## config.mk

```make
export PLATFORM = sky130hd
export DESIGN_NAME = coherence_bus_ctrl
export DESIGN_NICKNAME = d
export VERILOG_FILES = /design/src/rtl/coherence_pkg.sv /design/src/rtl/cpu_types_pkg.sv /design/src/rtl/coherence_bus_ctrl_rr_arbiter.sv /design/src/rtl/coherence_bus_ctrl.sv
export SDC_FILE = /design/constraint.sdc
export NUM_CORES = 1
export LEC_CHECK = 0
export CORE_AREA = 5 5 195 197
export CTS_CLUSTER_DIAMETER = 60
export DETAILED_ROUTE_END_ITERATION = 10
export DIE_AREA = 0 0 200 202
export PLACE_DENSITY = 0.44
export SYNTH_ARGS = -nofsm -noshare
export SYNTH_HDL_FRONTEND = slang
export SYNTH_HIERARCHICAL = 1
export SYNTH_SLANG_ARGS = --single-unit
```

## constraint.sdc

```tcl
create_clock -name CLK -period 2.2 [get_ports CLK]
set_input_delay 0.44 -clock CLK [delete_from_list [all_inputs] [get_ports CLK]]
set_output_delay 0.44 -clock CLK [all_outputs]
set_load 0.05 [all_outputs]
```

## src/rtl/coherence_pkg.sv

```systemverilog
// Types and helpers for the N-core snooping bus controller.
package coherence_pkg;

  typedef enum logic [2:0] {
    IDLE,
    IFETCH,
    WRITE,
    SNOOP,
    C2C_X,
    C2C_FLUSH,
    RAMRD
  } bus_state_t;

  function automatic int unsigned word_cnt_width(input int unsigned wpb);
    return $clog2(wpb + 1);
  endfunction

  function automatic int unsigned wrap_inc(input int unsigned v, input int unsigned n);
    return (v + 1 >= n) ? 0 : v + 1;
  endfunction

endpackage

```

## src/rtl/cpu_types_pkg.sv

```systemverilog
// Shared CPU/memory types used across the cache and bus blocks.
package cpu_types_pkg;

  typedef enum logic [1:0] {
    FREE   = 2'd0,
    BUSY   = 2'd1,
    ACCESS = 2'd2,
    ERROR  = 2'd3
  } ramstate_t;

endpackage

```

## src/rtl/coherence_bus_ctrl_rr_arbiter.sv

```systemverilog
// Round-robin pick: first asserted request at or after ptr, wrapping modulo N.
module rr_arbiter #(
  parameter int unsigned N = 2
) (
  input  logic [N-1:0]         req,
  input  logic [$clog2(N)-1:0] ptr,
  output logic [N-1:0]         gnt,
  output logic [$clog2(N)-1:0] idx,
  output logic                 valid
);

  localparam int unsigned IW = $clog2(N);
  localparam int unsigned JW = IW + 1;

  logic [JW-1:0] jw;
  logic [IW-1:0] j;

  always_comb begin
    gnt   = '0;
    idx   = '0;
    valid = 1'b0;
    jw    = '0;
    j     = '0;
    for (int unsigned i = 0; i < N; i++) begin
      // One spare bit so the wrap works for non-power-of-two N.
      jw = {1'b0, ptr} + JW'(i);
      if (jw >= JW'(N)) jw = jw - JW'(N);
      j = jw[IW-1:0];
      if (!valid && req[j]) begin
        valid  = 1'b1;
        gnt[j] = 1'b1;
        idx    = j;
      end
    end
  end

endmodule

```

## src/rtl/coherence_bus_ctrl.sv

```systemverilog
// N-core bus controller: round-robin arbitration, snoop broadcast, supplier
// selection, block transfers between L1 caches and a single-ported RAM.
module coherence_bus_ctrl
  import cpu_types_pkg::*;
  import coherence_pkg::*;
#(
  parameter int unsigned CPUS            = 2,
  parameter int unsigned WORDS_PER_BLOCK = 2,
  parameter int unsigned SNOOP_CYCLES    = 1
) (
  input  logic                 CLK,
  input  logic                 nRST,
  input  logic [CPUS-1:0]      iREN,
  input  logic [CPUS-1:0]      dREN,
  input  logic [CPUS-1:0]      dWEN,
  input  logic [CPUS*32-1:0]   iaddr,
  input  logic [CPUS*32-1:0]   daddr,
  input  logic [CPUS*32-1:0]   dstore,
  input  logic [CPUS-1:0]      ccwrite,
  input  logic [CPUS-1:0]      cctrans,
  output logic [CPUS*32-1:0]   iload,
  output logic [CPUS*32-1:0]   dload,
  output logic [CPUS-1:0]      iwait,
  output logic [CPUS-1:0]      dwait,
  output logic [CPUS-1:0]      ccwait,
  output logic [CPUS-1:0]      ccinv,
  output logic [CPUS*32-1:0]   ccsnoopaddr,
  output logic                 ramREN,
  output logic                 ramWEN,
  output logic [31:0]          ramaddr,
  output logic [31:0]          ramstore,
  input  logic [31:0]          ramload,
  input  ramstate_t            ramstate
);

  localparam int unsigned PW  = $clog2(CPUS);
  localparam int unsigned PW1 = PW + 1;
  localparam int unsigned CW  = word_cnt_width(WORDS_PER_BLOCK);
  localparam int unsigned SW  = $clog2(SNOOP_CYCLES + 1);

  bus_state_t    state, state_n;
  logic [CW-1:0] cnt, cnt_n;
  logic [SW-1:0] scnt, scnt_n;
  logic [PW-1:0] dptr, dptr_n, iptr, iptr_n;
  logic [PW-1:0] grant, grant_n, sup, sup_n;
  logic [PW+4:0] goff, soff;

  logic [CPUS-1:0] dgnt, ignt;
  logic [PW-1:0]   didx, iidx;
  logic            dvalid, ivalid;
  logic            acc, last, step, snoop_drive, found;
  logic [PW-1:0]   sk;
  logic [PW1-1:0]  kw;
  logic            unused_ignt;

  rr_arbiter #(.N(CPUS)) u_darb (
    .req   (dREN | dWEN),
    .ptr   (dptr),
    .gnt   (dgnt),
    .idx   (didx),
    .valid (dvalid)
  );

  rr_arbiter #(.N(CPUS)) u_iarb (
    .req   (iREN),
    .ptr   (iptr),
    .gnt   (ignt),
    .idx   (iidx),
    .valid (ivalid)
  );

  assign unused_ignt = ^ignt;
  assign goff = {grant, 5'b0};
  assign soff = {sup, 5'b0};
  assign acc  = (ramstate == ACCESS);
  assign last = (cnt == CW'(WORDS_PER_BLOCK - 1));

  always_ff @(posedge CLK or negedge nRST) begin
    if (!nRST) begin
      state <= IDLE;
      cnt   <= '0;
      scnt  <= '0;
      dptr  <= '0;
      iptr  <= '0;
      grant <= '0;
      sup   <= '0;
    end else begin
      state <= state_n;
      cnt   <= cnt_n;
      scnt  <= scnt_n;
      dptr  <= dptr_n;
      iptr  <= iptr_n;
      grant <= grant_n;
      sup   <= sup_n;
    end
  end

  always_comb begin
    iwait       = '1;
    dwait       = '1;
    ccwait      = '0;
    ccinv       = '0;
    iload       = '0;
    dload       = '0;
    ccsnoopaddr = '0;
    ramREN      = 1'b0;
    ramWEN      = 1'b0;
    ramaddr     = '0;
    ramstore    = '0;
    state_n     = state;
    cnt_n       = cnt;
    scnt_n      = scnt;
    dptr_n      = dptr;
    iptr_n      = iptr;
    grant_n     = grant;
    sup_n       = sup;
    step        = 1'b0;
    snoop_drive = 1'b0;
    found       = 1'b0;
    sk          = '0;
    kw          = '0;

    // A granted core dropping its request aborts with all outputs at default.
    case (state)
      IDLE: begin
        cnt_n  = '0;
        scnt_n = '0;
        if (dvalid) begin
          grant_n = didx;
          dptr_n  = PW'(wrap_inc(32'(didx), CPUS));
          state_n = (|(dgnt & dWEN)) ? WRITE : SNOOP;
        end else if (ivalid) begin
          grant_n = iidx;
          iptr_n  = PW'(wrap_inc(32'(iidx), CPUS));
          state_n = IFETCH;
        end
      end

      IFETCH: begin
        if (!iREN[grant]) begin
          state_n = IDLE;
        end else begin
          ramREN  = 1'b1;
          ramaddr = iaddr[goff +: 32];
          if (acc) begin
            iload[goff +: 32] = ramload;
            iwait[grant]      = 1'b0;
            state_n           = IDLE;
          end
        end
      end

      WRITE: begin
        if (!dWEN[grant]) begin
          state_n = IDLE;
        end else begin
          ramWEN   = 1'b1;
          ramaddr  = daddr[goff +: 32];
          ramstore = dstore[goff +: 32];
          if (acc) begin
            dwait[grant] = 1'b0;
            step         = 1'b1;
          end
        end
      end

      SNOOP: begin
        if (!dREN[grant]) begin
          state_n = IDLE;
        end else begin
          snoop_drive = 1'b1;
          if (scnt == SW'(SNOOP_CYCLES - 1)) begin
            scnt_n = '0;
            for (int unsigned i = 1; i < CPUS; i++) begin
              kw = {1'b0, grant} + PW1'(i);
              if (kw >= PW1'(CPUS)) kw = kw - PW1'(CPUS);
              if (!found && cctrans[kw[PW-1:0]]) begin
                found = 1'b1;
                sk    = kw[PW-1:0];
              end
            end
            if (!found) begin
              state_n = RAMRD;
            end else begin
              sup_n   = sk;
              state_n = ccwrite[grant] ? C2C_X : C2C_FLUSH;
            end
          end else begin
            scnt_n = scnt + SW'(1);
          end
        end
      end

      C2C_X: begin
        if (!dREN[grant]) begin
          state_n = IDLE;
        end else begin
          snoop_drive       = 1'b1;
          dload[goff +: 32] = dstore[soff +: 32];
          dwait[grant]      = 1'b0;
          dwait[sup]        = 1'b0;
          step              = 1'b1;
        end
      end

      C2C_FLUSH: begin
        if (!dREN[grant]) begin
          state_n = IDLE;
        end else begin
          snoop_drive       = 1'b1;
          dload[goff +: 32] = dstore[soff +: 32];
          ramWEN            = 1'b1;
          ramaddr           = daddr[soff +: 32];
          ramstore          = dstore[soff +: 32];
          if (acc) begin
            dwait[grant] = 1'b0;
            dwait[sup]   = 1'b0;
            step         = 1'b1;
          end
        end
      end

      RAMRD: begin
        if (!dREN[grant]) begin
          state_n = IDLE;
        end else begin
          ramREN            = 1'b1;
          ramaddr           = daddr[goff +: 32];
          dload[goff +: 32] = ramload;
          if (acc) begin
            dwait[grant] = 1'b0;
            step         = 1'b1;
          end
        end
      end

      default: state_n = IDLE;
    endcase

    if (step) begin
      if (last) begin
        state_n = IDLE;
        cnt_n   = '0;
      end else begin
        cnt_n = cnt + CW'(1);
      end
    end

    if (snoop_drive) begin
      for (int unsigned k = 0; k < CPUS; k++) begin
        if (PW'(k) != grant) begin
          ccwait[PW'(k)]                     = 1'b1;
          ccinv[PW'(k)]                      = ccwrite[grant];
          ccsnoopaddr[{PW'(k), 5'b0} +: 32] = daddr[goff +: 32];
        end
      end
    end
  end

endmodule

```

==> out/qor.json, run 1 <==
{
  "numCtsBuffers": {"value": 3},
  "slew_viol_final": {"value": 0},
  "route.vias.total": {"value": 7231},
  "antenna_left": {"value": 0},
  "core.rowCount": {"value": 70},
  "syn_area": {"value": 4540, "unit": "um2"},
  "grt_antenna_before_repair": {"value": 0},
  "violations_in_the_final_reports": {"value": "negative setup slack"},
  "num-nets-final": {"value": 1427},
  "ctsRootBufferMaster": {"value": "sky130_fd_sc_hd__clkbuf_16"},
  "groute.usage.overall": {"value": 17.9, "unit": "%"},
  "netlist_instances": {"value": 614},
  "die_area": {"value": 40400, "unit": "um2"},
  "worst-slew-pin-transition": {"value": 0.527, "unit": "ns"},
  "vdd_ir_drop_max": {"value": 0.532, "unit": "mV"},
  "status": {"value": "complete, but fails checks"},
  "port_buffers": {"value": 503},
  "start_util": {"value": 12.6, "unit": "%"},
  "hold_path.class": {"value": "reg -> reg"},
  "critical_path_required": {"value": 1.76, "unit": "ns"},
  "crit_path_top_delay_cell": {"value": "sky130_fd_sc_hd__dfrtp_4"},
  "die_height": {"value": 202, "unit": "um"},
  "routed_via_density": {"value": 4.36},
  "final_layout_size_suffix_gt1_share": {"value": 57.7, "unit": "%"},
  "period_share": {"value": 119, "unit": "%"},
  "cts.clk_slew.worst_paths": {"value": 0.04, "unit": "ns"},
  "critical_path_cell_sequence": {"value": "mux2i_1 -> or4_4 -> nor3_4 -> buf_12 -> and2_2 -> buf_12"},
  "clock_sink_count": {"value": 9},
  "syn-num-nets": {"value": 852},
  "max_slew_margin": {"value": 63.9, "unit": "%"},
  "global_route.overflow_total": {"value": 0},
  "grt_setup_unrepaired": {"value": "yes"},
  "p_leak": {"value": 0.00647, "unit": "uW"},
  "path_max_fanout": {"value": 33},
  "routedWlPerCell": {"value": 24.2, "unit": "um"},
  "setup.reg_to_reg.worst_slack": {"value": 0.30, "unit": "ns"},
  "dp_cells": {"value": 1603},
  "clock_latency_late_sink": {"value": 0.24, "unit": "ns"},
  "yosysWarningCount": {"value": 6},
  "area_growth": {"value": 250, "unit": "%"},
  "finalNonFillerCells": {"value": 1657},
  "worst-endpoint-arrival": {"value": 2.19, "unit": "ns"},
  "worstSetupStartpointType": {"value": "flip-flop"},
  "timing_hold_violations_final": {"value": 0},
  "cts_tree": {"value": "built"},
  "final.setup_skew": {"value": 0.00145, "unit": "ns"},
  "cts.htree.levels": {"value": 1},
  "first_global_vias": {"value": 7797},
  "setup-violations-final": {"value": 266},
  "avgSynthCellArea": {"value": 7.39, "unit": "um2"},
  "grt_max_degree": {"value": 41},
  "cpMostUsedCell": {"value": "sky130_fd_sc_hd__buf_12"},
  "cellPowerDensity": {"value": 822, "unit": "nW/um2"},
  "clock_tree.buffer_depth": {"value": 2},
  "post-layout-total-power": {"value": 13000, "unit": "uW"},
  "drc_errors": {"value": 0},
  "post_dp_hpwl": {"value": 30400, "unit": "um"},
  "timing.max_cap.violations": {"value": 0},
  "drt_first_iter_violations": {"value": 200},
  "core": {"value": 36100, "unit": "um2"},
  "max_freq": {"value": 381, "unit": "MHz"},
  "gp_congestion": {"value": 0.797},
  "drt-pass1-iter-count": {"value": 6},
  "worstSetupEndpointType": {"value": "primary output"},
  "final_period_minus_worst_setup_slack": {"value": 2.63, "unit": "ns"},
  "first_pass_grt_wire_length": {"value": 54700, "unit": "um"},
  "cp_slowest_stage_delay": {"value": 0.49, "unit": "ns"},
  "die_w": {"value": 200, "unit": "um"},
  "floorplan.io_pins": {"value": 504},
  "worst_slack": {"value": -0.427, "unit": "ns"},
  "type_of_the_setup_path_with_the_least_slack": {"value": "reg -> out"},
  "routed_wirelength": {"value": 40100, "unit": "um"}
}
-- layer usage --
layer	vias to the layer above	global-route usage, %	routed length, um
li1	3425	-	-
met1	3439	19.6	14700
met2	338	34.2	21200
met3	29	5.42	3600
met4	0	2.52	649
met5	-	0	0
-- placed cells by master, fill, tap and decap left out, types with 6 or more instances in the layout --
cell type                           n
sky130_fd_sc_hd__o21ai_0            6
sky130_fd_sc_hd__a21oi_1            6
sky130_fd_sc_hd__o21ai_2           26
sky130_fd_sc_hd__and2_2            85
sky130_fd_sc_hd__dfrtp_1            7
sky130_fd_sc_hd__clkbuf_16         13
sky130_fd_sc_hd__a22o_4            32
sky130_fd_sc_hd__inv_1              8
sky130_fd_sc_hd__and2_4            43
sky130_fd_sc_hd__mux2i_1          133
sky130_fd_sc_hd__o21ai_4           37
sky130_fd_sc_hd__buf_16            10
sky130_fd_sc_hd__buf_4             54
sky130_fd_sc_hd__buf_6             26
sky130_fd_sc_hd__o2bb2ai_2         16
sky130_fd_sc_hd__buf_12           287
sky130_fd_sc_hd__clkdlybuf4s50_1  231
sky130_fd_sc_hd__o2bb2ai_4         12
sky130_fd_sc_hd__nand2_1           32
sky130_fd_sc_hd__o22a_1            32
-- cell type report --
| type | instances | area (um2) |
|---|---|---|
| fillers | 3423 | 20200 |
| repair buffers | 630 | 9460 |
| multi-input cells | 536 | 5470 |
| well taps | 468 | 586 |
| flip-flops and latches | 9 | 233 |
| clock buffers | 4 | 78.8 |
| inverters | 9 | 33.8 |
| diodes | 1 | 2.50 |
-- worst paths after layout --
check / from / end / cells past startpoint
hold reg to reg: cnt[0]$_DFFE_PN0P_ / cnt[1]$_DFFE_PN0P_ / 1
setup reg to reg: grant$_DFFE_PN0P_ / state[0]$_DFF_PN0_ / 7
setup / recovery: grant$_DFFE_PN0P_ / iload[42] / 6
hold / removal: cnt[0]$_DFFE_PN0P_ / cnt[1]$_DFFE_PN0P_ / 1
max in group asynchronous: nRST / sup$_DFFE_PN0P_ / 1
min in group asynchronous: nRST / iptr$_DFFE_PN0P_ / 1
-- repair_timing --
action                                 CTS  global route
gates cloned                            13             9
pin swaps                                8            41
gates resized for setup                 91            88
endpoints found under the hold margin    0             0
buffers inserted                        14            18
setup endpoints to repair              267           266
hold buffers                             0             0
-- sequential cells by signal (all words and copies together) (netlist names) --
signal	cells
dptr	1
state	3
sup	1
cnt	2
grant	1
iptr	1
-- through the flow --
stage,instance area [um2],util [%],TNS [ns],hold WS (ns),setup slack (ns)
2_1_floorplan,5550,-,-13.18,0.144,-0.223
3_5_place_dp,14300,39.5,-101.51,0.491,-0.680
3_3_place_gp,14300,39.5,-102.72,0.466,-0.655
5_1_grt,15900,44.0,-100.72,0.519,-0.495
4_1_cts,15200,42.1,-82.77,0.495,-0.427
6_report,15900,44.0,-83.25,0.487,-0.427
-- power by group --
group / switching [uW] / total (uW) / internal (uW)
logic: 6420 / 12400 / 5980
registers: 69.7 / 314 / 244
clock network: 84.4 / 327 / 243
-- critical path: cells and delay by family, from the launching register on --
family / cells / cell delay [ns]
buf+inv: 2 / 0.35
flops: 1 / 0.49
mux: 1 / 0.14
simple gates: 3 / 0.93
(Power assumes the default switching activity.)
==> run 2, diff against run 1 <==
--- a/config.mk
+++ b/config.mk
@@ -10,6 +10,7 @@
 export DETAILED_ROUTE_END_ITERATION = 10
 export DIE_AREA = 0 0 200 202
 export PLACE_DENSITY = 0.44
+export SETUP_SLACK_MARGIN = 0.05
 export SYNTH_ARGS = -nofsm -noshare
 export SYNTH_HDL_FRONTEND = slang
 export SYNTH_HIERARCHICAL = 1
==> run 2 against run 1 <==
The flow still finishes with violations (negative setup slack); combinational power increased by 6%; non-clock buffer count increased by 35; worst setup slack got worse by 0.045 ns; global-route usage increased by 2.3 points; largest cell class unchanged; core utilization increased by 3.0 points; largest power group unchanged.
==> out/qor.json, run 2 (synthesis gave the netlist of run 1 again) <==
{
  "status": {"value": "complete, but fails checks"},
  "violations_in_the_final_reports": {"value": "negative setup slack"},
  "drc_errors": {"value": 0},
  "ctsRootBufferMaster": {"value": "sky130_fd_sc_hd__clkbuf_16"},
  "dp_cells": {"value": 1615},
  "port_buffers": {"value": 503},
  "post-layout-total-power": {"value": 13700, "unit": "uW"},
  "start_util": {"value": 12.6, "unit": "%"},
  "clock_latency_late_sink": {"value": 0.24, "unit": "ns"},
  "internal_power": {"value": 6870, "unit": "uW"},
  "grt_antenna_before_repair": {"value": 5},
  "grt_max_degree": {"value": 34},
  "final.setup_skew": {"value": 0.000794, "unit": "ns"},
  "part_of_the_total_power_dissipated_in_the_clock_network": {"value": 2.4, "unit": "%"},
  "power_switching_share": {"value": 49.9, "unit": "%"},
  "period_share": {"value": 121, "unit": "%"},
  "cts_tree": {"value": "built"},
  "worstSetupStartpointType": {"value": "flip-flop"},
  "die_area": {"value": 40400, "unit": "um2"},
  "netsw": {"value": 6830, "unit": "uW"},
  "share_comb_of_total_power": {"value": 95.3, "unit": "%"},
  "first_pass_grt_wire_length": {"value": 60300, "unit": "um"},
  "mostFrequentLayoutCell": {"value": "sky130_fd_sc_hd__buf_12"},
  "post_dp_hpwl": {"value": 32900, "unit": "um"},
  "hold_path.class": {"value": "reg -> reg"},
  "dr_wl_met3": {"value": 3630, "unit": "um"},
  "grt_setup_unrepaired": {"value": "yes"},
  "clock_sink_count": {"value": 9},
  "slew_viol_final": {"value": 0},
  "core": {"value": 36100, "unit": "um2"},
  "hold-path-cell-count": {"value": 1},
  "clock_tree.buffer_depth": {"value": 2},
  "worst-slew-pin-transition": {"value": 0.527, "unit": "ns"},
  "die_w": {"value": 200, "unit": "um"},
  "setup.reg_to_reg.worst_slack": {"value": 0.23, "unit": "ns"},
  "cts.clk_slew.worst_paths": {"value": 0.04, "unit": "ns"},
  "routed_wirelength": {"value": 43200, "unit": "um"},
  "routedWlPerCell": {"value": 25.5, "unit": "um"},
  "drt_first_iter_violations": {"value": 196},
  "cts.htree.levels": {"value": 1},
  "max_slew_margin": {"value": 63.9, "unit": "%"},
  "worst-endpoint-arrival": {"value": 2.23, "unit": "ns"},
  "m1WireLength": {"value": 15400, "unit": "um"},
  "highest-signal-layer": {"value": "met5"},
  "reg2reg_depth": {"value": 6},
  "finalNonFillerCells": {"value": 1695},
  "largest_register_ffs": {"value": 3},
  "worst_slack": {"value": -0.472, "unit": "ns"},
  "gp_congestion": {"value": 0.834},
  "met2WireLength": {"value": 23400, "unit": "um"},
  "numCtsBuffers": {"value": 3},
  "largest_register": {"value": "state"},
  "antenna_left": {"value": 0},
  "setup-violations-final": {"value": 266},
  "route.vias.total": {"value": 7410},
  "core.rowCount": {"value": 70},
  "final_period_minus_worst_setup_slack": {"value": 2.67, "unit": "ns"},
  "top_regs": {"value": "state x3, cnt x2"},
  "max_freq": {"value": 374, "unit": "MHz"},
  "p_leak": {"value": 0.00692, "unit": "uW"},
  "global_route.overflow_total": {"value": 0},
  "timing.max_cap.violations": {"value": 0},
  "die_height": {"value": 202, "unit": "um"},
  "worstSetupEndpointType": {"value": "primary output"},
  "first_global_vias": {"value": 8151},
  "num-nets-final": {"value": 1462},
  "commonest_cells_after_routing_fill_and_taps_aside": {"value": "292 x sky130_fd_sc_hd__buf_12, 233 x sky130_fd_sc_hd__clkdlybuf4s50_1, 134 x sky130_fd_sc_hd__mux2i_1"},
  "type_of_the_setup_path_with_the_least_slack": {"value": "reg -> out"},
  "area_growth": {"value": 273, "unit": "%"},
  "placement.setup.worst_slack": {"value": -0.688, "unit": "ns"},
  "groute.usage.overall": {"value": 20.2, "unit": "%"},
  "final.hold.worst_slack": {"value": 0.486, "unit": "ns"},
  "routed_via_density": {"value": 4.37},
  "finish.utilization": {"value": 46.9, "unit": "%"},
  "cellPowerDensity": {"value": 809, "unit": "nW/um2"},
  "final_layout_size_suffix_gt1_share": {"value": 59.9, "unit": "%"},
  "timing_hold_violations_final": {"value": 0},
  "critical_path_required": {"value": 1.76, "unit": "ns"},
  "min_to": {"value": "cnt[1]$_DFFE_PN0P_"},
  "r2r_end": {"value": "state[0]$_DFF_PN0_"},
  "pwr-share-seq": {"value": 2.3, "unit": "%"},
  "path_max_fanout": {"value": 5},
  "floorplan.io_pins": {"value": 504},
  "vdd_ir_drop_max": {"value": 0.456, "unit": "mV"},
  "drt-pass1-iter-count": {"value": 6},
  "r2r-start": {"value": "grant$_DFFE_PN0P_"},
  "min_from": {"value": "cnt[0]$_DFFE_PN0P_"}
}
-- run 2: timing repair --
action	in CTS	in global routing
resized for setup	143	55
pin swaps	15	21
setup endpoints to repair	267	269
cloned	27	1
hold buffers	0	0
buffers inserted	32	15
-- run 2: per-layer routing --
metal | global-route usage, % | vias up
li1 | - | 3496
met1 | 21.6 | 3540
met2 | 39.1 | 338
met3 | 5.67 | 32
met4 | 3.49 | 4
met5 | 0 | -
-- run 2: how the worst max path moves through the flow --
stage | from | endpoint | depth (start not counted)
finish | grant$_DFFE_PN0P_ | ramstore[31] | 9
global route | grant$_DFFE_PN0P_ | iload[34] | 6
CTS | state[2]$_DFF_PN0_ | ramstore[16] | 6
detailed placement | iREN[1] | ramaddr[5] | 7
global placement | iREN[1] | ramaddr[5] | 7
floorplan | state[2]$_DFF_PN0_ | dload[58] | 5
-- run 2: metrics by stage --
stage | instance area, um2 | TNS (ns)
final | 16900 | -88.91
after global routing | 16900 | -108.40
after CTS | 16600 | -91.40
after detailed placement | 14900 | -113.76
after global placement | 14900 | -113.77
after floorplan | 6100 | -11.04
-- run 2: worst max-delay path, stage by stage (launching register included) --
cell and delay (ns):
sky130_fd_sc_hd__dfrtp_4 0.47, sky130_fd_sc_hd__buf_4 0.17, sky130_fd_sc_hd__mux2_4 0.34, sky130_fd_sc_hd__nand3_4 0.12, sky130_fd_sc_hd__buf_6 0.12, sky130_fd_sc_hd__o22ai_4 0.06, sky130_fd_sc_hd__buf_12 0.15, sky130_fd_sc_hd__buf_4 0.16
sky130_fd_sc_hd__a22o_4 0.23, sky130_fd_sc_hd__buf_12 0.15
-- run 2: layout make-up --
type / instances / area, um2
clock buffers: 3 / 75.1
clock inverters: 1 / 5.00
diodes: 4 / 10.0
flip-flops and latches: 9 / 234
multi-input cells: 536 / 5900
inverters: 9 / 37.5
well taps: 468 / 586
repair buffers: 665 / 10100
fillers: 3277 / 19100
-- run 2: power by group through the flow --
stage	combinational, uW	sequential (uW)	clock (uW)
floorplan	6330	268	0
detailed placement	11600	309	0
global route	13500	321	351
CTS	13100	306	340
global placement	11600	309	0
finish	13100	314	334
==> run 3, diff against run 2 <==
--- a/config.mk
+++ b/config.mk
@@ -5,6 +5,7 @@
 export SDC_FILE = /design/constraint.sdc
 export NUM_CORES = 1
 export LEC_CHECK = 0
+export ABC_AREA = 1
 export CORE_AREA = 5 5 195 197
 export CTS_CLUSTER_DIAMETER = 60
 export DETAILED_ROUTE_END_ITERATION = 10
==> constraint.sdc (replaced) <==
create_clock -name CLK -period 2.8 [get_ports CLK]
set_input_delay 0.56 -clock CLK [delete_from_list [all_inputs] [get_ports CLK]]
set_output_delay 0.56 -clock CLK [all_outputs]
set_load 0.05 [all_outputs]
==> run 3 against run 2 <==
The flow now finishes without violations; power down 33%; combinational power decreased by 34%; sequential cell count unchanged; core utilization shrank 8.4 points; worst setup slack improved by 0.57 ns.
==> out/qor.json, run 3 <==
{
  "status": {"value": "finished clean"},
  "worstSetupStartpointType": {"value": "input pin"},
  "setup-violations-final": {"value": 0},
  "routedWlPerCell": {"value": 21.0, "unit": "um"},
  "drt-pass1-iter-count": {"value": 4},
  "vdd_ir_drop_max": {"value": 0.633, "unit": "mV"},
  "path_max_fanout": {"value": 33},
  "mostFrequentLayoutCell": {"value": "sky130_fd_sc_hd__buf_12"},
  "grt_max_degree": {"value": 63},
  "cpMostUsedCell": {"value": "sky130_fd_sc_hd__buf_12"},
  "drt_first_iter_violations": {"value": 349},
  "groute.usage.overall": {"value": 17.6, "unit": "%"},
  "final.hold.worst_slack": {"value": 0.550, "unit": "ns"},
  "top_regs": {"value": "state x3, cnt x2"},
  "type_of_the_setup_path_with_the_least_slack": {"value": "in -> out"},
  "netlist_instances": {"value": 907},
  "cts.clk_slew.worst_paths": {"value": 0.04, "unit": "ns"},
  "final_layout_size_suffix_gt1_share": {"value": 31.6, "unit": "%"},
  "first_global_vias": {"value": 8598},
  "ctsRootBufferMaster": {"value": "sky130_fd_sc_hd__clkbuf_16"},
  "die_area": {"value": 40400, "unit": "um2"},
  "syn-num-nets": {"value": 1145},
  "routed_wirelength": {"value": 39200, "unit": "um"},
  "pwr-share-seq": {"value": 3.3, "unit": "%"},
  "cp_slowest_stage_delay": {"value": 0.49, "unit": "ns"},
  "core": {"value": 36100, "unit": "um2"},
  "netsw": {"value": 5210, "unit": "uW"},
  "area_growth": {"value": 172, "unit": "%"},
  "cts_tree": {"value": "built"},
  "routed_via_density": {"value": 4.47},
  "antenna_left": {"value": 0},
  "syn_area": {"value": 5110, "unit": "um2"},
  "part_of_the_total_power_dissipated_in_the_clock_network": {"value": 2.8, "unit": "%"},
  "crit_path_top_delay_cell": {"value": "sky130_fd_sc_hd__clkdlybuf4s50_1"},
  "clock_latency_late_sink": {"value": 0.23, "unit": "ns"},
  "final_period_minus_worst_setup_slack": {"value": 2.70, "unit": "ns"},
  "gp_congestion": {"value": 0.898},
  "multi_input_comb_area": {"value": 4220, "unit": "um2"},
  "drc_errors": {"value": 0},
  "max_freq": {"value": 370, "unit": "MHz"},
  "finalNonFillerCells": {"value": 1866},
  "antenna_cells": {"value": 0},
  "hold_path.class": {"value": "reg -> reg"},
  "clock_sink_count": {"value": 9},
  "internal_power": {"value": 3990, "unit": "uW"},
  "die_height": {"value": 202, "unit": "um"},
  "critical_path_cell_sequence": {"value": "clkdlybuf4s50_1 -> inv_1 -> o21ai_2 -> nand2_2 -> buf_12 -> o22ai_1 -> buf_12"},
  "share_comb_of_total_power": {"value": 94.0, "unit": "%"},
  "floorplan.io_pins": {"value": 504},
  "largest_register_ffs": {"value": 3},
  "die_w": {"value": 200, "unit": "um"},
  "numCtsBuffers": {"value": 3},
  "timing_hold_violations_final": {"value": 0},
  "num-fill-cells": {"value": 3673},
  "worst-endpoint-arrival": {"value": 2.14, "unit": "ns"},
  "post_dp_hpwl": {"value": 32000, "unit": "um"},
  "worstSetupEndpointType": {"value": "primary output"},
  "grt_setup_unrepaired": {"value": "no"},
  "dp_cells": {"value": 1854},
  "global_route.overflow_total": {"value": 0},
  "placed_cell_area": {"value": 13500, "unit": "um2"},
  "cellPowerDensity": {"value": 663, "unit": "nW/um2"},
  "cts.htree.levels": {"value": 1},
  "grt_antenna_before_repair": {"value": 0},
  "worst-slew-pin-transition": {"value": 0.481, "unit": "ns"},
  "period_share": {"value": 96.5, "unit": "%"},
  "first_pass_grt_wire_length": {"value": 55300, "unit": "um"},
  "start_util": {"value": 14.2, "unit": "%"},
  "commonest_cells_after_routing_fill_and_taps_aside": {"value": "282 x sky130_fd_sc_hd__buf_12, 233 x sky130_fd_sc_hd__clkdlybuf4s50_1, 167 x sky130_fd_sc_hd__nand2_1"},
  "max_slew_margin": {"value": 67.9, "unit": "%"},
  "critical_path_required": {"value": 2.24, "unit": "ns"},
  "clock_tree.buffer_depth": {"value": 2},
  "power_switching_share": {"value": 56.7, "unit": "%"},
  "avgSynthCellArea": {"value": 5.63, "unit": "um2"},
  "finish.instance_area": {"value": 13900, "unit": "um2"},
  "largest_register": {"value": "state"},
  "final.setup_skew": {"value": 0.000825, "unit": "ns"},
  "core.rowCount": {"value": 70},
  "slew_viol_final": {"value": 0},
  "num-nets-final": {"value": 1637},
  "route.vias.total": {"value": 8348},
  "final-seq-area": {"value": 231, "unit": "um2"},
  "port_buffers": {"value": 503},
  "yosysWarningCount": {"value": 6},
  "timing.max_cap.violations": {"value": 0},
  "p_leak": {"value": 0.00585, "unit": "uW"}
}
-- run 3: path summary, 6_finish.rpt --
path | startpoint | to | slack, ns | depth (start not counted)
max | dWEN[0] | ramstore[3] | 0.1 | 7
min | cnt[0]$_DFFE_PN0P_ | cnt[0]$_DFFE_PN0P_ | 0.55 | 2
max reg2reg | grant$_DFFE_PN0P_ | cnt[1]$_DFFE_PN0P_ | 0.98 | 9
min reg2reg | cnt[0]$_DFFE_PN0P_ | cnt[0]$_DFFE_PN0P_ | 0.55 | 2
max in group asynchronous | nRST | grant$_DFFE_PN0P_ | 1.83 | 1
min in group asynchronous | nRST | cnt[0]$_DFFE_PN0P_ | 0.64 | 1
-- run 3: power groups by stage --
stage / clock network, uW / logic, uW / registers, uW
2_1_floorplan: 0 / 4570 / 229
3_3_place_gp: 0 / 8450 / 314
3_5_place_dp: 0 / 8460 / 315
4_1_cts: 257 / 8550 / 314
5_1_grt: 263 / 9100 / 312
6_report: 254 / 8650 / 301
-- run 3: layout make-up --
| type | instances | share of cell area [%] |
|---|---|---|
| timing repair buffer | 563 | 60.4 |
| tap | 468 | 4.22 |
| clock buffer | 4 | 0.567 |
| inverter | 101 | 2.73 |
| sequential | 9 | 1.67 |
| multi-input combinational | 721 | 30.4 |
-- run 3: routing by layer --
layer | wire (um) | part of all wire, % | track usage (%) | vias to the layer above
met5 | 0 | 0 | 0 | -
met2 | 19800 | 50 | 32.7 | 375
li1 | - | - | - | 4048
met3 | 3480 | 8.9 | 4.60 | 36
met1 | 15000 | 38 | 20.3 | 3889
met4 | 899 | 2.3 | 2.81 | 0
-- run 3: worst max-delay path: cells and delay by family --
kind	cells	cell delay, ns
buffers and inverters	4	0.94
AND/OR/NAND/NOR	1	0.09
AO/OA/AOI/OAI	2	0.51
-- run 3: metrics by stage --
step | total power, uW | utilization, % | setup WS [ns] | TNS (ns)
2_1_floorplan | 4800 | - | 0.121 | 0
3_3_place_gp | 8760 | 37.4 | -0.0268 | -0.0337
3_5_place_dp | 8780 | 37.4 | -0.0370 | -0.195
4_1_cts | 9120 | 37.9 | 0.0352 | 0
5_1_grt | 9680 | 38.5 | 0.0482 | 0
6_report | 9200 | 38.5 | 0.0979 | 0
-- run 3: repair_timing --
item                                    in CTS  in global routing
cloned                                       0                  2
endpoints found under the setup margin     110                198
gates resized for setup                     18                 30
setup buffers                                0                  6
pin swaps                                    2                  5
hold buffers                                 0                  0
